$ cat config.mk
export PLATFORM = sky130hd
export DESIGN_NAME = cache_arbiter
export DESIGN_NICKNAME = d
export VERILOG_FILES = /design/src/rtl/cache_arb_pkg.sv /design/src/rtl/arb_rr2.sv /design/src/rtl/cache_arbiter.sv
export SDC_FILE = /design/constraint.sdc
export NUM_CORES = 2
export LEC_CHECK = 0
export ABC_AREA = 1
export BUFFER_PORTS_ARGS = -buffer_cell sky130_fd_sc_hd__buf_2
export CAP_MARGIN = 40
export CORE_AREA = 2 2 640 642
export CTS_CLUSTER_DIAMETER = 150
export DETAILED_ROUTE_END_ITERATION = 6
export DIE_AREA = 0 0 642 644
export GPL_ROUTABILITY_DRIVEN = 0
export PLACE_DENSITY = 0.3
export SLEW_MARGIN = 10
export SYNTH_ARGS = -nofsm -noshare
export SYNTH_HDL_FRONTEND = slang
export SYNTH_SLANG_ARGS = --single-unit
export TNS_END_PERCENT = 20
$ cat constraint.sdc
create_clock -name clk -period 30 [get_ports clk]
set_clock_uncertainty 0.05 [all_clocks]
set_input_delay 6 -clock clk [delete_from_list [all_inputs] [get_ports clk]]
set_output_delay 6 -clock clk [all_outputs]
set_load 0.01 [all_outputs]
$ cat src/rtl/cache_arb_pkg.sv
// Shared types and default widths for the I/D-cache to cacheline-adaptor arbiter.
package cache_arb_pkg;

  localparam int ADDR_W = 32;
  localparam int LINE_W = 256;

  typedef enum logic [1:0] {
    IDLE,
    BUSY,
    RELEASE
  } arb_state_t;

  typedef enum logic {
    REQ_I,
    REQ_D
  } requester_t;

endpackage

$ cat src/rtl/arb_rr2.sv
// Two-input round-robin picker, purely combinational; on contention the requester
// that did not win last time is chosen.
module arb_rr2
  import cache_arb_pkg::*;
(
  input  logic       req_i,
  input  logic       req_d,
  input  requester_t last_grant,
  output requester_t grant,
  output logic       valid
);

  always_comb begin
    valid = req_i | req_d;
    if (req_i && req_d) begin
      grant = (last_grant == REQ_I) ? REQ_D : REQ_I;
    end else if (req_d) begin
      grant = REQ_D;
    end else begin
      grant = REQ_I;
    end
  end

endmodule

$ cat src/rtl/cache_arbiter.sv
// Shares one cacheline adaptor between I- and D-cache: grant registered 1 cycle after request,
// response pulsed 1 cycle after mem_resp, then one RELEASE cycle; losers simply wait holding their request.
module cache_arbiter #(
  parameter int ADDR_W = cache_arb_pkg::ADDR_W,
  parameter int LINE_W = cache_arb_pkg::LINE_W
) (
  input  logic              clk,
  input  logic              rst,
  input  logic [ADDR_W-1:0] i_address,
  input  logic              i_read,
  input  logic              i_write,
  input  logic [LINE_W-1:0] i_wdata,
  output logic [LINE_W-1:0] i_rdata,
  output logic              i_resp,
  input  logic [ADDR_W-1:0] d_address,
  input  logic              d_read,
  input  logic              d_write,
  input  logic [LINE_W-1:0] d_wdata,
  output logic [LINE_W-1:0] d_rdata,
  output logic              d_resp,
  output logic [ADDR_W-1:0] mem_address,
  output logic              mem_read,
  output logic              mem_write,
  output logic [LINE_W-1:0] mem_wdata,
  input  logic [LINE_W-1:0] mem_rdata,
  input  logic              mem_resp
);

  import cache_arb_pkg::*;

  arb_state_t state, state_nxt;
  requester_t last_grant;
  requester_t rr_grant;
  logic       rr_valid;

  arb_rr2 u_rr (
    .req_i      (i_read | i_write),
    .req_d      (d_read | d_write),
    .last_grant (last_grant),
    .grant      (rr_grant),
    .valid      (rr_valid)
  );

  always_ff @(posedge clk or posedge rst) begin
    if (rst) begin
      state <= IDLE;
    end else begin
      state <= state_nxt;
    end
  end

  always_comb begin
    state_nxt = state;
    case (state)
      IDLE:    if (rr_valid) state_nxt = BUSY;
      BUSY:    if (mem_resp) state_nxt = RELEASE;
      RELEASE: state_nxt = IDLE;
      default: state_nxt = IDLE;
    endcase
  end

  // last_grant doubles as the owner of the in-flight transfer while BUSY.
  always_ff @(posedge clk or posedge rst) begin
    if (rst) begin
      last_grant  <= REQ_D;
      mem_address <= '0;
      mem_wdata   <= '0;
      mem_read    <= 1'b0;
      mem_write   <= 1'b0;
      i_rdata     <= '0;
      d_rdata     <= '0;
      i_resp      <= 1'b0;
      d_resp      <= 1'b0;
    end else begin
      i_resp <= 1'b0;
      d_resp <= 1'b0;
      case (state)
        IDLE: begin
          if (rr_valid) begin
            last_grant <= rr_grant;
            if (rr_grant == REQ_I) begin
              mem_address <= i_address;
              mem_wdata   <= i_wdata;
              mem_read    <= i_read;
              mem_write   <= i_write & ~i_read;
            end else begin
              mem_address <= d_address;
              mem_wdata   <= d_wdata;
              mem_read    <= d_read;
              mem_write   <= d_write & ~d_read;
            end
          end
        end
        BUSY: begin
          if (mem_resp) begin
            mem_read  <= 1'b0;
            mem_write <= 1'b0;
            if (last_grant == REQ_I) begin
              i_resp <= 1'b1;
              if (mem_read) i_rdata <= mem_rdata;
            end else begin
              d_resp <= 1'b1;
              if (mem_read) d_rdata <= mem_rdata;
            end
          end
        end
        default: ;
      endcase
    end
  end

endmodule

# Word level (Yosys, flattened, before mapping)
# Cells that the tools add are included.
# word_totals
word_cells	49
register_bits	807
out_inout_bits	804
inputBits	839
# op_classes
bitwise_logic	8
n_eq_ne	3
muxes	20
n_reduce_logical	8
# op_table
cell	count
two-way mux 256 bit	1
two-way mux 32 bit	1
two-way mux 1 bit	13
AND reduction 4 bit	2
two-way mux 2 bit	2
!= test 2 bit (second input constant)	2
one-hot mux 1 bit (2 select lines)	2
one-hot mux 2 bit (2 select lines)	1
AND reduction 2 bit	2
inverter 1 bit	3
bitwise OR 1 bit	3
AND reduction 3 bit	1
AND 1 bit	2
equality test 2 x 1 -> 1 bit (second input constant)	1
logical NOT 2 bit	1
nonzero test 2 bit	1
logical AND 1 bit	1

# Depth between registers and ports, before layout
# logic_depth
ltp_word	6
depth_mapped	9
ltp_nobuf	7

# Hierarchy
# From an unflattened synthesis, not the netlist that was laid out.
# hier_totals
cells_unflattened	3800
hier_area_um2	34068.9
# modules_own_cells
module	instances	seq_area_each_um2	cells_each	area_each_um2
cache_arbiter	1	20195.6	3797	34053.9
arb_rr2	1	0.0	3	15.0

# Worst setup path after synthesis
# OpenSTA, ideal clock, no wires.
# synth_timing
path_type	input to register
from	input d_read
to	register mem_wdata[25]
t_required_ns	29.884
path_slack_ns	22.937
path_buffers	2
setup_time_ns	0.066
stages	9
t_arrival_ns	6.947
cell_sequence	nor2_1 inv_2 nand2_2 buf_2 clkbuf_1 nand2_1 nand2_1 nand2_1 nand2_1
# synth_between
elab_chain_len	4
word_cells_on_any_way	7
cone_classes	mux: 3; bitwise: 2; reduce/logical: 2
# synth_lines
item	line	source
start, declared	cache_arbiter.sv:16	input logic d_read,
bitwise OR 1 bit (*)	cache_arbiter.sv:38	.req_d (d_read | d_write),
two-way mux 1 bit / logical AND 1 bit (equally long branches)	arb_rr2.sv:17, arb_rr2.sv:15	
two-way mux 1 bit	arb_rr2.sv:15	if (req_i && req_d) begin
two-way mux 256 bit	cache_arbiter.sv:81	if (rr_grant == REQ_I) begin
end signal, assigned	cache_arbiter.sv:83	mem_wdata <= i_wdata;
end signal, assigned	cache_arbiter.sv:88	mem_wdata <= d_wdata;
end, declared	cache_arbiter.sv:24	output logic [LINE_W-1:0] mem_wdata,
# Every way passes the cells marked *; elsewhere a longest branch is shown, timed or not.
# A chain may end at the register's enable or synchronous reset.

==> out/metrics.cfg <==
[detailed_routing]
wl_per_cell_um = 25.26
route.detailed.drc = 0
vias_per_cell = 3.234
first_iter_violations = 2604
drt.antenna.violating_nets = 0
vias = 36930
drt_first_pass_iters = 7
wirelength_um = 288400

[setup_path]
slowest_stage = buf_4
startpoint_type = input port
crit_top_cell = buf_4
worstPathMaxFanout = 89
worstSetupPathType = input port to async pin
required_ns = 30.95
critical_path.top_delay_family = buffers and inverters
cp.arrival_ns = 9.68
r2r_slack_ns = 26.05
crit_chain = buf_2 > inv_8 > buf_12 > buf_4 > buf_4 > buf_16 > buf_4 > buf_4 > buf_12
slowest_delay_ns = 0.70
crit_buf_inv = 9
endpoint_kind = async pin

[final_layout]
instances_no_fill = 11420
area_growth_syn_to_layout_pct = 52.83
nets = 6697
layout-drive-gt1-share_pct = 31.94
final_util_pct = 13.06

[sta]
finalMaxSlewViolations = 0
slew_headroom_pct = 21.68
layout_min_cycle_time_ns = 8.732
timing.fmax_mhz = 114.5
hold_viol_final = 0
worstMarginPinSlew_ns = 1.175
tns_ns = 0
rsz0062_at_grt = false
setup_viol = 0
min_period_over_period_pct = 29.11

[logic_synthesis]
yosysTopAreaCell = dfrtp_1
syn_area_mm2 = 0.03484
ys_seq_elements = 807
synth_cells = 4343
ys_warn_count = 0
synth_top_area_share_pct = 57.90
synth-seq-area-share_pct = 57.97
synth_cell_type_count = 19
synthesis.nets = 5182
async_flop_share_pct = 100.0
synth-edff-count = 0
yosys-top-cells-area = dfrtp_1 (58%), nand2_1 (24%), nand3_1 (6.8%), o21ai_0 (3.3%), buf_2 (2.2%)
synth-main-ff-cell = dfrtp_1
syn_avg_cell_area_um2 = 8.021

[run]
cap_violations = 0

[floorplan]
initial_utilization_pct = 8.548
ios = 1643
die_x_um = 642
die_area_mm2 = 0.4134
die_h_um = 644
core_area_mm2 = 0.4075
rows = 235

[pwr]
power.leakage_nw = 27.96
power_mw = 6.061
p_per_area_mw_per_mm2 = 113.8
peakVddDrop_mv = 0.06319

[grt]
grt_pass1_wl_um = 375100
grt_antenna_before_repair = 148
gr-usage-all-layers_pct = 13.43
grt_max_degree = 156
grt_pass1_vias = 37894
grt-ovfl-total = 0

[clock_network]
htreeDepth = 3
post_cts_resized = 0
clock_path_buffers = 4
clock_tree.root_cell = clkbuf_16
clkSlewWorstSetupHoldPaths_ns = 0.06
cts_sinks = 807
numCtsBuffers = 117
cts_tree = yes
clk_latency_ns = 0.86
postCtsSetupRepairBufs = 0
hold_buffers = 0

[placed_design]
portBuffers = 1642
placed_cells_incl_taps = 11188
dp_hpwl_um = 238600

[hold_path]
hold_class = flip-flop to flip-flop

[outcome]
outcome = complete, no violations

-- kinds of logic (layout without fill, tap and decap cells) --
| kind of cell | Yosys count | in the layout | synth area share (%) |
|---|---|---|---|
| compound gates | 336 | 336 | 4.834 |
| simple gates | 2806 | 2806 | 31.99 |
| flops | 807 | 807 | 57.97 |
| other cells | 0 | 26 | 0 |
| buf+inv | 394 | 1994 | 5.204 |
-- cells in the final DEF, fill, tap and decap left out --
| master | synthesis | layout |
|---|---|---|
| dfrtp_1 | 806 | 805 |
| clkbuf_16 | 0 | 117 |
| a21oi_1 | 77 | 76 |
| o31ai_1 | 1 | 1 |
| nand2_8 | 0 | 3 |
| buf_4 | 17 | 43 |
| clkbuf_1 | 110 | 28 |
| clkinv_4 | 0 | 3 |
| buf_12 | 0 | 4 |
| diode_2 | 0 | 26 |
| clkinvlp_4 | 0 | 5 |
| dfrtp_4 | 0 | 1 |
| inv_16 | 0 | 1 |
| buf_2 | 156 | 1642 |
| dfstp_2 | 1 | 1 |
| o21ai_1 | 26 | 25 |
| nor2_4 | 1 | 2 |
| o21ai_0 | 232 | 232 |
| inv_1 | 80 | 79 |
| bufinv_16 | 0 | 7 |
| clkbuf_8 | 0 | 23 |
| nand2_4 | 0 | 1 |
| nor2_1 | 78 | 78 |
| inv_6 | 0 | 2 |
| clkinv_16 | 0 | 2 |
| a21oi_4 | 0 | 1 |
| nand3_1 | 472 | 472 |
| clkinv_2 | 0 | 16 |
| o21ai_4 | 0 | 1 |
| buf_16 | 0 | 18 |
| inv_2 | 3 | 1 |
| nand2_1 | 2250 | 2249 |
| inv_8 | 0 | 3 |
| nor2_2 | 2 | 1 |
-- state kept, by name (all words and copies together) (netlist names) --
name and flops:
d_rdata 256, d_resp 1, i_rdata 256, i_resp 1, last_grant 1, mem_address 32
mem_read 1, mem_wdata 256, mem_write 1, state 2
-- cell usage after synthesis, types with 3 or more instances --
master       n
buf_2      156
dfrtp_1    806
nand2_1   2250
nand2_2      3
nand3_1    472
buf_6       10
o21ai_1     26
clkbuf_1   110
inv_2        3
a21oi_1     77
buf_1       18
nor2_1      78
buf_4       17
inv_1       80
o21ai_0    232
-- worst min-delay path, stage by stage, from the launching register on --
cell     delay (ns)
dfrtp_1        0.34
nand2_1        0.05
nand2_1        0.04
-- stage by stage --
| stage | hold WS (ns) | setup WS [ns] | instance area [um^2] |
|---|---|---|---|
| floorplan | 0.4206 | 1.288 | 34840 |
| global placement | 0.4001 | 19.18 | 48860 |
| detailed placement | 0.4033 | 19.91 | 49320 |
| CTS | 0.4179 | 20.84 | 53120 |
| global route | 0.4363 | 20.89 | 53220 |
| finish | 0.4154 | 21.27 | 53240 |
-- layer usage --
| metal | part of all wire (%) | wire (um) | global-route usage [%] |
|---|---|---|---|
| met4 | 3.7 | 10730 | 4.237 |
| met3 | 9.0 | 26080 | 5.163 |
| met2 | 51 | 146000 | 24.19 |
| met1 | 37 | 105300 | 14.35 |
| met5 | 0.12 | 341 | 0 |
-- final timing paths --
| kind | from | endpoint | cells after the start |
|---|---|---|---|
| setup / recovery | rst | d_rdata[133]$_DFFE_PP0P_ | 9 |
| hold / removal | d_rdata[92]$_DFFE_PP0P_ | d_rdata[92]$_DFFE_PP0P_ | 2 |
| setup reg to reg | mem_read$_DFFE_PP0P_ | d_rdata[114]$_DFFE_PP0P_ | 6 |
| hold reg to reg | d_rdata[92]$_DFFE_PP0P_ | d_rdata[92]$_DFFE_PP0P_ | 2 |
| max in group clk | d_read | mem_wdata[219]$_DFFE_PP0P_ | 11 |
| min in group asynchronous | rst | i_rdata[54]$_DFFE_PP0P_ | 2 |
-- power breakdown --
| part | switching (mW) | total [mW] | internal (mW) |
|---|---|---|---|
| Combinational | 1.98 | 2.72 | 0.747 |
| Clock | 0.582 | 1.41 | 0.831 |
| Sequential | 0.314 | 1.93 | 1.61 |
| Total | 2.87 | 6.06 | 3.19 |
-- final cells by class --
class / count / area, um^2
well taps: 5451 / 6820
multi-input cells: 3142 / 12900
diodes: 26 / 65.06
flip-flops and latches: 807 / 20200
inverters: 83 / 334.1
repair buffers: 1707 / 9116
clock inverters: 36 / 451.7
fillers: 47561 / 354300
clock buffers: 168 / 3349
Note: power is estimated with default switching activity, not from simulation.
